**src/rtl/bru_if.sv**
```systemverilog
// Branch resolution bus: per-channel issue/result handshakes, kill/clear
// broadcasts, ROB head and the single recovery request.
interface bru_if #(
  parameter int XLEN      = 32,
  parameter int NUM_CH    = 3,
  parameter int ROB_IDX_W = 6,
  parameter int BR_MASK_W = 4
);
  logic [NUM_CH-1:0]                 in_valid;
  logic [NUM_CH-1:0]                 in_ready;
  logic [NUM_CH-1:0][XLEN-1:0]       in_rs1;
  logic [NUM_CH-1:0][XLEN-1:0]       in_rs2;
  logic [NUM_CH-1:0][XLEN-1:0]       in_pc;
  logic [NUM_CH-1:0][XLEN-1:0]       in_imm;
  logic [NUM_CH-1:0][2:0]            in_funct3;
  logic [NUM_CH-1:0]                 in_is_cond;
  logic [NUM_CH-1:0]                 in_is_jal;
  logic [NUM_CH-1:0]                 in_is_jalr;
  logic [NUM_CH-1:0]                 in_pred_taken;
  logic [NUM_CH-1:0][XLEN-1:0]       in_pred_target;
  logic [NUM_CH-1:0][ROB_IDX_W-1:0]  in_rob_idx;
  logic [NUM_CH-1:0][BR_MASK_W-1:0]  in_br_mask;
  logic                              kill_valid;
  logic [BR_MASK_W-1:0]              kill_mask;
  logic                              clear_valid;
  logic [BR_MASK_W-1:0]              clear_mask;
  logic [ROB_IDX_W-1:0]              rob_head;
  logic [NUM_CH-1:0]                 out_valid;
  logic [NUM_CH-1:0]                 out_ready;
  logic [NUM_CH-1:0]                 out_taken;
  logic [NUM_CH-1:0][XLEN-1:0]       out_next_pc;
  logic [NUM_CH-1:0][XLEN-1:0]       out_link;
  logic [NUM_CH-1:0]                 out_mispredict;
  logic [NUM_CH-1:0][ROB_IDX_W-1:0]  out_rob_idx;
  logic                              recover_valid;
  logic [XLEN-1:0]                   recover_pc;
  logic [ROB_IDX_W-1:0]              recover_rob_idx;

  modport master (
    output in_valid, in_rs1, in_rs2, in_pc, in_imm, in_funct3, in_is_cond,
           in_is_jal, in_is_jalr, in_pred_taken, in_pred_target, in_rob_idx,
           in_br_mask, kill_valid, kill_mask, clear_valid, clear_mask,
           rob_head, out_ready,
    input  in_ready, out_valid, out_taken, out_next_pc, out_link,
           out_mispredict, out_rob_idx, recover_valid, recover_pc,
           recover_rob_idx
  );

  modport slave (
    input  in_valid, in_rs1, in_rs2, in_pc, in_imm, in_funct3, in_is_cond,
           in_is_jal, in_is_jalr, in_pred_taken, in_pred_target, in_rob_idx,
           in_br_mask, kill_valid, kill_mask, clear_valid, clear_mask,
           rob_head, out_ready,
    output in_ready, out_valid, out_taken, out_next_pc, out_link,
           out_mispredict, out_rob_idx, recover_valid, recover_pc,
           recover_rob_idx
  );
endinterface

```
**src/rtl/bru_pipe.sv**
```systemverilog
// Pipelined multi-channel branch resolution unit: two valid/ready stages per
// channel, branch-mask kill/clear, and oldest-mispredict recovery select.
module bru_pipe #(
  parameter int XLEN      = 32,
  parameter int NUM_CH    = 3,
  parameter int ROB_IDX_W = 6,
  parameter int BR_MASK_W = 4
) (
  input logic clock,
  input logic reset,
  bru_if.slave bus
);

  logic [NUM_CH-1:0]                vld_p1, vld_p2;
  logic [NUM_CH-1:0][XLEN-1:0]      rs1_p1, rs2_p1, pc_p1, imm_p1, ptgt_p1;
  logic [NUM_CH-1:0][2:0]           f3_p1;
  logic [NUM_CH-1:0]                cond_p1, jal_p1, jalr_p1, ptk_p1;
  logic [NUM_CH-1:0][ROB_IDX_W-1:0] rob_p1, rob_p2;
  logic [NUM_CH-1:0][BR_MASK_W-1:0] mask_p1, mask_p2;
  logic [NUM_CH-1:0]                taken_p2, mp_p2;
  logic [NUM_CH-1:0][XLEN-1:0]      npc_p2, link_p2;

  logic [NUM_CH-1:0]                adv_p1, adv_p2, kill_p1, kill_p2, kill_in;
  logic [NUM_CH-1:0]                taken_c, mp_c;
  logic [NUM_CH-1:0][XLEN-1:0]      tgt_c, link_c, npc_c, ppc_c;
  logic [BR_MASK_W-1:0]             clr_keep;

  logic [NUM_CH-1:0][ROB_IDX_W-1:0] age_c;
  logic [ROB_IDX_W-1:0]             best_age;
  logic                             rec_vld;
  logic [XLEN-1:0]                  rec_pc;
  logic [ROB_IDX_W-1:0]             rec_idx;

  function automatic logic cond_eval(input logic [2:0] f3,
                                     input logic [XLEN-1:0] a,
                                     input logic [XLEN-1:0] b);
    logic signed [XLEN-1:0] sa;
    logic signed [XLEN-1:0] sb;
    sa = a;
    sb = b;
    case (f3)
      3'b000:  return a == b;
      3'b001:  return a != b;
      3'b100:  return sa < sb;
      3'b101:  return sa >= sb;
      3'b110:  return a < b;
      3'b111:  return a >= b;
      default: return 1'b0;
    endcase
  endfunction

  assign clr_keep = bus.clear_valid ? ~bus.clear_mask : {BR_MASK_W{1'b1}};

  always_comb begin
    adv_p1  = '0;
    adv_p2  = '0;
    kill_p1 = '0;
    kill_p2 = '0;
    kill_in = '0;
    taken_c = '0;
    mp_c    = '0;
    tgt_c   = '0;
    link_c  = '0;
    npc_c   = '0;
    ppc_c   = '0;
    for (int c = 0; c < NUM_CH; c++) begin
      adv_p2[c]  = !vld_p2[c] | bus.out_ready[c];
      adv_p1[c]  = !vld_p1[c] | adv_p2[c];
      kill_p1[c] = bus.kill_valid & (|(mask_p1[c] & bus.kill_mask));
      kill_p2[c] = bus.kill_valid & (|(mask_p2[c] & bus.kill_mask));
      kill_in[c] = bus.kill_valid & (|(bus.in_br_mask[c] & bus.kill_mask));
      taken_c[c] = jal_p1[c] | jalr_p1[c] |
                   (cond_p1[c] & cond_eval(f3_p1[c], rs1_p1[c], rs2_p1[c]));
      tgt_c[c]   = jalr_p1[c] ? ((rs1_p1[c] + imm_p1[c]) & ~XLEN'(1))
                              : (pc_p1[c] + imm_p1[c]);
      link_c[c]  = pc_p1[c] + XLEN'(4);
      npc_c[c]   = taken_c[c] ? tgt_c[c] : link_c[c];
      ppc_c[c]   = (ptk_p1[c] | jal_p1[c] | jalr_p1[c]) ? ptgt_p1[c] : link_c[c];
      mp_c[c]    = npc_c[c] != ppc_c[c];
    end
  end

  always_ff @(posedge clock) begin
    if (!reset) begin
      vld_p1   <= '0;
      vld_p2   <= '0;
      rs1_p1   <= '0;
      rs2_p1   <= '0;
      pc_p1    <= '0;
      imm_p1   <= '0;
      ptgt_p1  <= '0;
      f3_p1    <= '0;
      cond_p1  <= '0;
      jal_p1   <= '0;
      jalr_p1  <= '0;
      ptk_p1   <= '0;
      rob_p1   <= '0;
      mask_p1  <= '0;
      rob_p2   <= '0;
      mask_p2  <= '0;
      taken_p2 <= '0;
      mp_p2    <= '0;
      npc_p2   <= '0;
      link_p2  <= '0;
    end else begin
      for (int c = 0; c < NUM_CH; c++) begin
        // S1: capture operands; a killed incoming uop completes its handshake but is dropped
        if (adv_p1[c]) begin
          vld_p1[c]  <= bus.in_valid[c] & !kill_in[c];
          rs1_p1[c]  <= bus.in_rs1[c];
          rs2_p1[c]  <= bus.in_rs2[c];
          pc_p1[c]   <= bus.in_pc[c];
          imm_p1[c]  <= bus.in_imm[c];
          ptgt_p1[c] <= bus.in_pred_target[c];
          f3_p1[c]   <= bus.in_funct3[c];
          cond_p1[c] <= bus.in_is_cond[c];
          jal_p1[c]  <= bus.in_is_jal[c];
          jalr_p1[c] <= bus.in_is_jalr[c];
          ptk_p1[c]  <= bus.in_pred_taken[c];
          rob_p1[c]  <= bus.in_rob_idx[c];
          mask_p1[c] <= bus.in_br_mask[c] & clr_keep;
        end else if (kill_p1[c]) begin
          vld_p1[c]  <= 1'b0;
        end else begin
          mask_p1[c] <= mask_p1[c] & clr_keep;
        end

        // S2: resolved results; kill beats the S1->S2 move
        if (adv_p2[c]) begin
          vld_p2[c]   <= vld_p1[c] & !kill_p1[c];
          taken_p2[c] <= taken_c[c];
          npc_p2[c]   <= npc_c[c];
          link_p2[c]  <= link_c[c];
          mp_p2[c]    <= mp_c[c];
          rob_p2[c]   <= rob_p1[c];
          mask_p2[c]  <= mask_p1[c] & clr_keep;
        end else if (kill_p2[c]) begin
          vld_p2[c]   <= 1'b0;
        end else begin
          mask_p2[c]  <= mask_p2[c] & clr_keep;
        end
      end
    end
  end

  // Recovery: smallest distance from the ROB head among firing mispredicts
  always_comb begin
    age_c    = '0;
    best_age = '0;
    rec_vld  = 1'b0;
    rec_pc   = '0;
    rec_idx  = '0;
    for (int c = 0; c < NUM_CH; c++) begin
      age_c[c] = rob_p2[c] - bus.rob_head;
      if (vld_p2[c] && bus.out_ready[c] && mp_p2[c] &&
          (!rec_vld || age_c[c] < best_age)) begin
        rec_vld  = 1'b1;
        best_age = age_c[c];
        rec_pc   = npc_p2[c];
        rec_idx  = rob_p2[c];
      end
    end
  end

  assign bus.in_ready        = {NUM_CH{reset}} & adv_p1;
  assign bus.out_valid       = vld_p2;
  assign bus.out_taken       = taken_p2;
  assign bus.out_next_pc     = npc_p2;
  assign bus.out_link        = link_p2;
  assign bus.out_mispredict  = mp_p2;
  assign bus.out_rob_idx     = rob_p2;
  assign bus.recover_valid   = rec_vld;
  assign bus.recover_pc      = rec_pc;
  assign bus.recover_rob_idx = rec_idx;

endmodule

```
**src/flat_wrapper.sv**
```systemverilog
// flat-port wrapper written by rule: the top's interface ports become plain ports
module bru_pipe_flat 
#(
  parameter int XLEN      = 32,
  parameter int NUM_CH    = 3,
  parameter int ROB_IDX_W = 6,
  parameter int BR_MASK_W = 4
)
  (clock, reset, bus_in_valid, bus_in_rs1, bus_in_rs2, bus_in_pc, bus_in_imm, bus_in_funct3, bus_in_is_cond, bus_in_is_jal, bus_in_is_jalr, bus_in_pred_taken, bus_in_pred_target, bus_in_rob_idx, bus_in_br_mask, bus_kill_valid, bus_kill_mask, bus_clear_valid, bus_clear_mask, bus_rob_head, bus_out_ready, bus_in_ready, bus_out_valid, bus_out_taken, bus_out_next_pc, bus_out_link, bus_out_mispredict, bus_out_rob_idx, bus_recover_valid, bus_recover_pc, bus_recover_rob_idx);
  bru_if #(.XLEN(XLEN), .NUM_CH(NUM_CH), .ROB_IDX_W(ROB_IDX_W), .BR_MASK_W(BR_MASK_W)) bus_i ();
  input logic clock;
  input logic reset;
  input wire logic [$bits(bus_i.in_valid)-1:0] bus_in_valid;
  input wire logic [$bits(bus_i.in_rs1)-1:0] bus_in_rs1;
  input wire logic [$bits(bus_i.in_rs2)-1:0] bus_in_rs2;
  input wire logic [$bits(bus_i.in_pc)-1:0] bus_in_pc;
  input wire logic [$bits(bus_i.in_imm)-1:0] bus_in_imm;
  input wire logic [$bits(bus_i.in_funct3)-1:0] bus_in_funct3;
  input wire logic [$bits(bus_i.in_is_cond)-1:0] bus_in_is_cond;
  input wire logic [$bits(bus_i.in_is_jal)-1:0] bus_in_is_jal;
  input wire logic [$bits(bus_i.in_is_jalr)-1:0] bus_in_is_jalr;
  input wire logic [$bits(bus_i.in_pred_taken)-1:0] bus_in_pred_taken;
  input wire logic [$bits(bus_i.in_pred_target)-1:0] bus_in_pred_target;
  input wire logic [$bits(bus_i.in_rob_idx)-1:0] bus_in_rob_idx;
  input wire logic [$bits(bus_i.in_br_mask)-1:0] bus_in_br_mask;
  input wire logic [$bits(bus_i.kill_valid)-1:0] bus_kill_valid;
  input wire logic [$bits(bus_i.kill_mask)-1:0] bus_kill_mask;
  input wire logic [$bits(bus_i.clear_valid)-1:0] bus_clear_valid;
  input wire logic [$bits(bus_i.clear_mask)-1:0] bus_clear_mask;
  input wire logic [$bits(bus_i.rob_head)-1:0] bus_rob_head;
  input wire logic [$bits(bus_i.out_ready)-1:0] bus_out_ready;
  output wire logic [$bits(bus_i.in_ready)-1:0] bus_in_ready;
  output wire logic [$bits(bus_i.out_valid)-1:0] bus_out_valid;
  output wire logic [$bits(bus_i.out_taken)-1:0] bus_out_taken;
  output wire logic [$bits(bus_i.out_next_pc)-1:0] bus_out_next_pc;
  output wire logic [$bits(bus_i.out_link)-1:0] bus_out_link;
  output wire logic [$bits(bus_i.out_mispredict)-1:0] bus_out_mispredict;
  output wire logic [$bits(bus_i.out_rob_idx)-1:0] bus_out_rob_idx;
  output wire logic [$bits(bus_i.recover_valid)-1:0] bus_recover_valid;
  output wire logic [$bits(bus_i.recover_pc)-1:0] bus_recover_pc;
  output wire logic [$bits(bus_i.recover_rob_idx)-1:0] bus_recover_rob_idx;
  assign bus_i.in_valid = bus_in_valid;
  assign bus_i.in_rs1 = bus_in_rs1;
  assign bus_i.in_rs2 = bus_in_rs2;
  assign bus_i.in_pc = bus_in_pc;
  assign bus_i.in_imm = bus_in_imm;
  assign bus_i.in_funct3 = bus_in_funct3;
  assign bus_i.in_is_cond = bus_in_is_cond;
  assign bus_i.in_is_jal = bus_in_is_jal;
  assign bus_i.in_is_jalr = bus_in_is_jalr;
  assign bus_i.in_pred_taken = bus_in_pred_taken;
  assign bus_i.in_pred_target = bus_in_pred_target;
  assign bus_i.in_rob_idx = bus_in_rob_idx;
  assign bus_i.in_br_mask = bus_in_br_mask;
  assign bus_i.kill_valid = bus_kill_valid;
  assign bus_i.kill_mask = bus_kill_mask;
  assign bus_i.clear_valid = bus_clear_valid;
  assign bus_i.clear_mask = bus_clear_mask;
  assign bus_i.rob_head = bus_rob_head;
  assign bus_i.out_ready = bus_out_ready;
  assign bus_in_ready = bus_i.in_ready;
  assign bus_out_valid = bus_i.out_valid;
  assign bus_out_taken = bus_i.out_taken;
  assign bus_out_next_pc = bus_i.out_next_pc;
  assign bus_out_link = bus_i.out_link;
  assign bus_out_mispredict = bus_i.out_mispredict;
  assign bus_out_rob_idx = bus_i.out_rob_idx;
  assign bus_recover_valid = bus_i.recover_valid;
  assign bus_recover_pc = bus_i.recover_pc;
  assign bus_recover_rob_idx = bus_i.recover_rob_idx;
  bru_pipe #(.XLEN(XLEN), .NUM_CH(NUM_CH), .ROB_IDX_W(ROB_IDX_W), .BR_MASK_W(BR_MASK_W)) u_core (.clock(clock), .reset(reset), .bus(bus_i));
endmodule
```
**config.mk**
```make
export PLATFORM = sky130hd
export DESIGN_NAME = bru_pipe_flat
export DESIGN_NICKNAME = d
export VERILOG_FILES = /design/src/rtl/bru_if.sv /design/src/rtl/bru_pipe.sv /design/src/flat_wrapper.sv
export SDC_FILE = /design/constraint.sdc
export NUM_CORES = 2
export LEC_CHECK = 0
export CAP_MARGIN = 20
export CORE_UTILIZATION = 40
export DETAILED_ROUTE_END_ITERATION = 8
export SLEW_MARGIN = 25
export SYNTH_ARGS = -nofsm -noshare
export SYNTH_HDL_FRONTEND = slang
export SYNTH_SLANG_ARGS = --single-unit
export TNS_END_PERCENT = 20
```
**constraint.sdc**
```tcl
create_clock -name clock -period 10.81 [get_ports clock]
set_input_delay 1.6215 -clock clock [delete_from_list [all_inputs] [get_ports clock]]
set_output_delay 1.6215 -clock clock [all_outputs]
set_load 0.01 [all_outputs]
```
==> results.md <==
- GRT overflow: 0
- Worst path cell trace: clkdlybuf4s50_1, inv_1, ha_1, a21o_1, a21o_1, a21o_1, a21oi_1, xnor2_1, nand2_1, ha_1, o21a_1, o21ai_0, nor2b_4, nor2_1, a21oi_1, ha_1, a21o_1, a21oi_1, o21ai_0, a21oi_4, buf_4, nand2_1, o21ai_0, clkdlybuf4s50_1
- Die Y: between 300 and 400 um
- Buffers & Inverters on Critical Path: 4
- Layout Cells excl Fill: 8894
- Slowest CP cell: clkdlybuf4s50_1
- Die width: 356 um
- Total CTS buffers: a little under 90
- Synth top area share: 30.6%
- Core region area: 124000 um^2
- Hold Crit Class: flip-flop to flip-flop
- Maximum vdd drop: 0.000107 V
- Ys Warns: 0
- Number of I/O pins: 816
- Mean area per synthesized cell: 7.59 um^2
- Htree depth: 3
- Post-synth EDFFs: 0
- # setup viols final: 0
- DRC Markers: 214
- Max Fclk: between 100 and 150 MHz
- # fillers: between 10000 and 15000
- Syn Nets: 7460
- Reg clk slew, reported paths: 0.06 ns
- Crit path max fanout: 35
- RD Place Congestion: between 0.9 and 1
- Netlist cell types: 90
- Top delay family on crit path: compound AO/OA/AOI/OAI gates
- Clock tree from TritonCTS: done
- Num rows: 129
- Crit end category: output pin
- Async SR Flop Fraction: 0%
- Global Route Usage Sum: between 30 and 40%
- WP depth: 24
- Beginning of the worst hold path: u_core.rs2_p1[34]
- Clk_lat worst skew: roughly 0.7 ns
- Slew HR: 27.0%
- Minimum clock period: 9.55 ns
- Share of layout cells above drive strength 1: 4.04%
- Total die area: 126000 um^2
- Inst Count DP: 8721
- Vias: 51200
- Reg-to-reg endpoint: u_core.bus.out_mispredict[2]
- Initial Util: between 40% and 50%
- Post-CTS Hold Buffers: 0
- Critical setup path kind: input port to output pin
- CP arrival: 7.92 ns
- Worst R2R Setup Slack: 4.09 ns
- PostCTS Resize Cnt: 0
- Sequential element share of the synthesized area: a little under a third
- Most used cell, CP: a21o_1
- Worst Path Required: 9.19 ns
- Post-layout net count: 8046
- Pre-antenna DRT Iters: 9
- Final core utilization: 50.6%
- Status: finished with violations
- Synth area leaders: dfxtp_1 (31%), nand2_1 (12%), a21boi_0 (9.7%)
- CP startpoint kind: input port
- Postcts setup bufs: 0
- Post-route antenna net violation count: 0
- PD cells: 137 nW/um^2
- Fin Hold WS: 0.461 ns
- Longest Clk Path Bufs: 3
- First-pass GRT wire length: between 300000 and 400000 um
- Failing checks: design-rule violations
- Worst r2r src: u_core.rs1_p1[64]
- Max-slew violations: 0
- RSZ-0062 raised after global routing: no
- Synthesized flop and latch total: between 700 and 800
- Worst Max-Slew Pin Slew: 1.08 ns
- Drt wl/cell: ~25 um
- Dominant cell type by area after synthesis: dfxtp_1
- Final cycle utilization of the critical path: 88.3%
- Root Buffer: clkbuf_16
- Sink Count: 765
- Final Hold Viols: 0
- Dpl hpwl: 180000 um
- Largest net degree at the start of global routing: 123
- Post-DR vias/cell: 5.75
- Vias in the first global route: roughly 48000
- Synthesized netlist cell count: 6589
- Final WL: 226000 um
- Worst hold path depth: 2
- Initial antenna violation count: 21
- MaxCap Viol Count: 0
- Worst Hold End: u_core.rs2_p1[34]
- Port Buffers: 815
- R2R depth: 17
- Post-route setup TNS: 0 ns
- Number of DRC markers in iteration 0: 4988
- Ys flop type: dfxtp_1
- Synthesized cell area: 50000 um^2
- Clock skew: 0.0326 ns
- Worst path max stage delay: just over 0.8 ns
- Leakage: approximately 0.027 uW
- Area grow syn2layout: 25.1%
-- cell type report --
class	instances	area, um^2	share of cell area [%]
Timing Repair Buffer	883	8690	13.9
Clock buffer	123	2540	4.06
Sequential cell	765	15300	24.5
Tap cell	1637	2050	3.27
Antenna cell	9	22.5	0.0360
Clock inverter	40	578	0.924
Multi-Input combinational cell	5270	32800	52.3
Inverter	167	627	1.00
-- worst reg2reg max path, delay by kind of cell, from the launching register on --
family / cells / cell delay (ns)
compound gates: 11 / 4.31
simple gates: 3 / 1.11
fa+ha+maj: 1 / 0.41
flops: 1 / 0.39
xor+xnor: 2 / 0.37
-- cells in the mapped netlist, drive strengths merged, types with 11 or more instances --
library cell / instances
nand2: 1644
dfxtp: 765
a21boi: 646
a21oi: 352
clkbuf: 340
ha: 307
o21ai: 307
nor2: 243
xnor2: 177
inv: 166
nand3: 166
xor2: 165
a21o: 124
o211a: 100
and3: 97
nand4: 81
nor3: 75
a211oi: 63
o211ai: 63
and2: 55
a31oi: 50
buf: 47
nor2b: 47
mux2i: 45
nand2b: 38
o21a: 33
a22o: 21
nor4: 21
and4: 19
or3: 19
a211o: 18
a221oi: 18
o31ai: 18
o22ai: 17
a2111oi: 16
o2111ai: 13
a221o: 12
or2: 12
or4: 12
nor3b: 11
-- through the flow --
step	instance area (um^2)	setup slack (ns)	total power, uW
2_1_floorplan	50000	3.08	4350
3_3_place_gp	59400	1.44	5340
3_5_place_dp	59400	1.41	5350
4_1_cts	62500	1.39	8590
5_1_grt	62600	0.820	8900
6_report	62600	1.26	8590
-- cells by family (layout without fill, tap and decap cells) --
kind of cell | after synthesis | after routing | share of synthesized area, %
and+or+nand+nor | 2564 | 2564 | 22.4
AOI/OAI and AO/OA | 1992 | 1992 | 27.6
DFF | 765 | 765 | 30.6
buffers and inverters | 554 | 1213 | 4.20
xor gates and xnor gates | 343 | 343 | 6.03
adders and majority gates | 316 | 316 | 8.04
muxes | 55 | 55 | 1.13
other | 0 | 9 | 0
-- worst max path at each step --
| stage | startpoint | endpoint | slack [ns] |
|---|---|---|---|
| CTS | bus_rob_head[1] | bus_recover_pc[25] | 1.39 |
| global placement | bus_rob_head[1] | bus_recover_pc[25] | 1.44 |
| global route | bus_rob_head[1] | bus_recover_pc[17] | 0.82 |
| finish | bus_rob_head[1] | bus_recover_pc[25] | 1.26 |
| detailed placement | bus_rob_head[1] | bus_recover_pc[25] | 1.41 |
| floorplan | bus_rob_head[1] | bus_recover_rob_idx[1] | 3.08 |
-- where the power goes --
part | internal (uW) | total [uW] | switching (uW) | leakage [uW]
combinational | 886 | 2000 | 1120 | 0.0190
clock | 1930 | 3250 | 1310 | 0.00152
sequential | 3000 | 3340 | 333 | 0.00636
total | 5820 | 8590 | 2760 | 0.0269
-- routing by layer --
metal  vias up  wire [um]  global-route usage, %
met2      1928     101000                   54.8
met3       395      16100                   5.83
met1     24500      97100                   45.2
met4        10      11200                   15.4
li1      24400          -                      -
met5         -         62                      0
-- layout by cell type (no fill, tap or decap), types with 21 or more instances in the layout --
cell type	count
and3_1	97
nand3_1	165
nor3_1	73
clkbuf_16	88
a21boi_0	644
clkdlybuf4s50_1	814
ha_1	307
o211a_1	100
xnor2_1	176
nand2_1	1641
a31oi_1	49
a211oi_1	63
a21oi_1	349
inv_1	166
mux2i_1	45
o21a_1	33
nor2b_1	43
a22o_1	21
nand2b_1	35
buf_4	66
o21ai_0	298
xor2_1	165
dfxtp_1	763
o211ai_1	63
nand4_1	80
clkbuf_8	21
and2_1	51
nor2_1	239
a21o_1	124
-- sequential cells by signal, indices dropped and copies added (netlist names), 9 cells and up --
name and cells:
u_core.bus.out_rob_idx 18, u_core.mask_p2 12, u_core.bus.out_link 96, u_core.imm_p1 96, u_core.rs2_p1 96, u_core.rs1_p1 96, u_core.pc_p1 96, u_core.rob_p1 18
u_core.mask_p1 12, u_core.f3_p1 9, u_core.bus.out_next_pc 96, u_core.ptgt_p1 96
No activity file was read; power rests on OpenSTA's default activity.
